File: src/rtl/fifo_stream_reader.sv
// Pops a synchronous FIFO and presents its words as a valid/ready stream.
// Latency: 2 cycles from fifo_rd_en_o high to m_valid_o high; 1 word/clk sustained.
// Backpressure: m_ready_i low holds m_data_o; pops are throttled so the 2-entry buffer never overflows.
module fifo_stream_reader #(
  parameter int WIDTH = 4,
  parameter int CNT_W = 8
) (
  input  logic             clk_i,
  input  logic             rst_ni,
  input  logic             fifo_empty_i,
  input  logic [WIDTH-1:0] fifo_rdata_i,
  output logic             fifo_rd_en_o,
  output logic             m_valid_o,
  output logic [WIDTH-1:0] m_data_o,
  input  logic             m_ready_i,
  output logic [CNT_W-1:0] pop_count_o
);
  // Buffer occupancy encoding.
  localparam logic [1:0] EMPTY = 2'd0;
  localparam logic [1:0] ONE   = 2'd1;
  localparam logic [1:0] TWO   = 2'd2;

  logic [1:0]       state_q;
  logic [1:0]       state_d;
  logic             inflight_q;
  logic [WIDTH-1:0] head_q;
  logic [WIDTH-1:0] head_d;
  logic [WIDTH-1:0] tail_q;
  logic [WIDTH-1:0] tail_d;
  logic [CNT_W-1:0] pop_cnt_q;
  logic             pop;
  logic [2:0]       level;

  // State, capture flag, buffer entries and pop counter.
  always_ff @(posedge clk_i or negedge rst_ni) begin
    if (!rst_ni) begin
      state_q    <= EMPTY;
      inflight_q <= 1'b0;
      head_q     <= '0;
      tail_q     <= '0;
      pop_cnt_q  <= '0;
    end else begin
      state_q    <= state_d;
      inflight_q <= fifo_rd_en_o;
      head_q     <= head_d;
      tail_q     <= tail_d;
      pop_cnt_q  <= pop_cnt_q + CNT_W'(fifo_rd_en_o);
    end
  end

  // Next occupancy: a word in flight is captured this edge, an accepted head leaves.
  always_comb begin
    state_d = state_q;
    head_d  = head_q;
    tail_d  = tail_q;
    case (state_q)
      EMPTY: begin
        if (inflight_q) begin
          state_d = ONE;
          head_d  = fifo_rdata_i;
        end
      end
      ONE: begin
        if (inflight_q && !pop) begin
          state_d = TWO;
          tail_d  = fifo_rdata_i;
        end else if (inflight_q && pop) begin
          head_d  = fifo_rdata_i;
        end else if (pop) begin
          state_d = EMPTY;
        end
      end
      TWO: begin
        if (pop && inflight_q) begin
          head_d  = tail_q;
          tail_d  = fifo_rdata_i;
        end else if (pop) begin
          state_d = ONE;
          head_d  = tail_q;
        end
      end
      default: begin
        state_d = EMPTY;
      end
    endcase
  end

  // Stream outputs and pop request; the pop is allowed only if the word it
  // fetches is guaranteed a free slot when it lands, counting this cycle's accept.
  always_comb begin
    m_valid_o    = (state_q != EMPTY);
    m_data_o     = head_q;
    pop          = m_valid_o && m_ready_i;
    level        = {1'b0, state_q} + {2'b00, inflight_q} - {2'b00, pop};
    fifo_rd_en_o = !fifo_empty_i && (level <= 3'd1);
    pop_count_o  = pop_cnt_q;
  end

  // A capture into a full buffer without an accept would lose a word.
  a_no_overflow : assert property (@(posedge clk_i) disable iff (!rst_ni)
    !(state_q == TWO && inflight_q && !pop));

endmodule

File: config.mk
export PLATFORM = sky130hd
export DESIGN_NAME = fifo_stream_reader
export DESIGN_NICKNAME = d
export VERILOG_FILES = /design/src/rtl/fifo_stream_reader.sv
export SDC_FILE = /design/constraint.sdc
export NUM_CORES = 1
export LEC_CHECK = 0
export ABC_AREA = 1
export CORE_MARGIN = 3
export CORE_UTILIZATION = 49
export DETAILED_ROUTE_END_ITERATION = 6
export PLACE_DENSITY_LB_ADDON = 0.12
export SLEW_MARGIN = 20
export SYNTH_ARGS = -nofsm -noshare
export SYNTH_HDL_FRONTEND = slang
export SYNTH_SLANG_ARGS = --single-unit
File: constraint.sdc
create_clock -name clk_i -period 3.8 [get_ports clk_i]
set_input_delay 1.14 -clock clk_i [delete_from_list [all_inputs] [get_ports clk_i]]
set_output_delay 1.14 -clock clk_i [all_outputs]
set_load 0.1 [all_outputs]
==> metrics.cfg <==
[status]
status = completed

[synthesis]
yosys-top-cells-area = dfrtp_1 (47%), ha_1 (6.2%), nand2_1 (6.0%), o21ai_1 (4.5%), inv_1 (4.5%)
ys_seq_area_frac = 0.471
synthCells = 108
synth.cell_area_sq_um = 1010
synth_area_leader_cell = dfrtp_1
syn_nets = 122
synth_top_area_share = 0.471
synth_cell_types = 21
avgSynthCellArea_sq_um = 9.34
synth_warnings = 0
ys_seq_elements = 19

[cells_and_area]
layout-drive-gt1-share = 0.348
nets = 153
fin_area_sq_um = 1350
layout_common_cells = dfrtp_1 (19), buf_4 (19), nand2_1 (14), inv_1 (11)
syn_to_final_growth_pct = 33.9
nFillCells = 149
diodes = 0
post-route-util = 0.734

[route]
first_iter_violations = 19
via_per_inst = 4.95
ant_nets = 0
vias = 807
wl_per_cell_um = 12.5
firstDrtPassIters = 4
routed_wl_um = 2030
drc_errors = 0

[timing]
setup_violations = 0
fmax_mhz = 268
setup_ws_ns = 0.0664
finalCriticalPeriod_ns = 3.73
maxSlewHeadroom = 0.438
slew_violations = 0
fin_crit_sh = 0.983
skew_ns = 0.000558
rsz0062_at_grt = no
hold_viol_final = 0
worst_pin_slew_ns = 0.840

[floorplan]
die_width_um = 51.4
io_pins = 22
start_util = 0.548
placementRows = 15
core-area_sq_um = 1840
die_area_sq_um = 2640
die_y_um = 51.4

[placement]
place_congestion = 0.900
dp_hpwl_um = 1590
post-place-ws_ns = -0.530
numPortBuffers = 21
place_area_sq_um = 1320

[clock_network]
cts_buffers = 3
clk_latency_ns = 0.29
holdBufCountCts = 0
clkTransAtPathRegs_ns = 0.10
h-tree-depth = 1
cts_tree = yes
clock-sinks = 19
cts_max_path_buffers = 2
cts_root_buf = clkbuf_4

[global_route]
grt_usage = 0.190
grt_overflow = 0
antenna_found_initial = 0
grt_max_degree = 20
grt_first_pass_wirelength_um = 3620
first_global_vias = 806

[setup_path]
critical_path.startpoint = m_ready_i
end_kind = primary output
crit_arrival_ns = 2.59
critPathKind = in -> out
reg2reg_from = state_q[0]
crit_required_ns = 2.66
cp_max_fo = 2
setup.worst_path.start_class = input port
r2r_cells = 16

[hold_path]
hp-class = reg -> reg
hold_path_depth = 1
hold_start = pop_count_o[7]

[flow_run]
drv_cap = 0

## routing by layer
metal	GRT usage	up-vias	wire length, um
li1	-	399	-
met1	0.210	383	815
met2	0.343	23	1090
met3	0.0612	2	111
met4	0.0524	0	17
met5	0	-	0
## Yosys cell counts
library cell  number
nand4_1            3
a21oi_1            5
inv_2              6
nor2_1            10
o31ai_1            1
ha_1               5
nand2_1           16
inv_1             12
fa_1               1
o211ai_1           1
xor2_1             5
buf_6              1
nand2_4            1
nand2_2            3
o21ai_1            9
xnor2_1            2
nand3_4            1
dfrtp_1           19
nand3_1            2
nor2_4             1
nand3_2            4
## cell families after synthesis
family                     count (synthesis)  share of synthesized area
AOI/OAI and AO/OA                         16                     0.0844
xor gates and xnor gates                   7                     0.0608
adders and majority gates                  6                     0.0819
buffers and inverters                     19                     0.0782
DFF                                       19                      0.471
and+or+nand+nor                           41                      0.223
## final cells by class
class	instances	area, sq um	area share
Sequential cell	19	475	0.352
Timing Repair Buffer	27	234	0.173
Clock buffer	4	26.3	0.0195
Tap cell	25	31.3	0.0232
Inverter	18	67.6	0.0500
Multi-Input combinational cell	70	515	0.382
## metrics by stage
step / TNS (ns) / cells / hold WS (ns)
final: 0 / 163 / 0.474
after global routing: 0 / 163 / 0.498
after CTS: 0 / 163 / 0.476
after detailed placement: -0.823 / 159 / 0.458
after global placement: -0.563 / 159 / 0.458
after floorplan: -0.101 / 108 / 0.486
## sequential cells by signal, indices dropped and copies added, names as in the netlist
signal / cells
pop_count_o: 8
m_data_o: 4
tail_q: 4
state_q: 2
inflight_q: 1
## repair_timing
| action | 4_1_cts | 5_1_grt |
|---|---|---|
| endpoints found under the setup margin | 1 | 1 |
| resized for setup | 5 | 1 |
| pin swaps | 2 | 3 |
| setup buffers | 0 | 0 |
| cloned | 0 | 0 |
## worst paths after layout
path,endpoint,slack (ns)
max reg2reg,pop_count_o[7],0.94
min in group asynchronous,pop_count_o[0],1.32
max,fifo_rd_en_o,0.07
min,pop_count_o[7],0.47
min reg2reg,pop_count_o[7],0.47
max in group asynchronous,tail_q[3],1.97
## worst max-delay path, stage by stage
cell and delay [ns]:
buf_6 0.09, nand2_8 0.05, ha_4 0.27, ha_4 0.12
inv_2 0.03, fa_2 0.51, nand2_2 0.06, nor2_4 0.13
buf_12 0.18
Power is not shown: default switching activity piles up to over one toggle a cycle in this logic, so the estimate is an artifact.
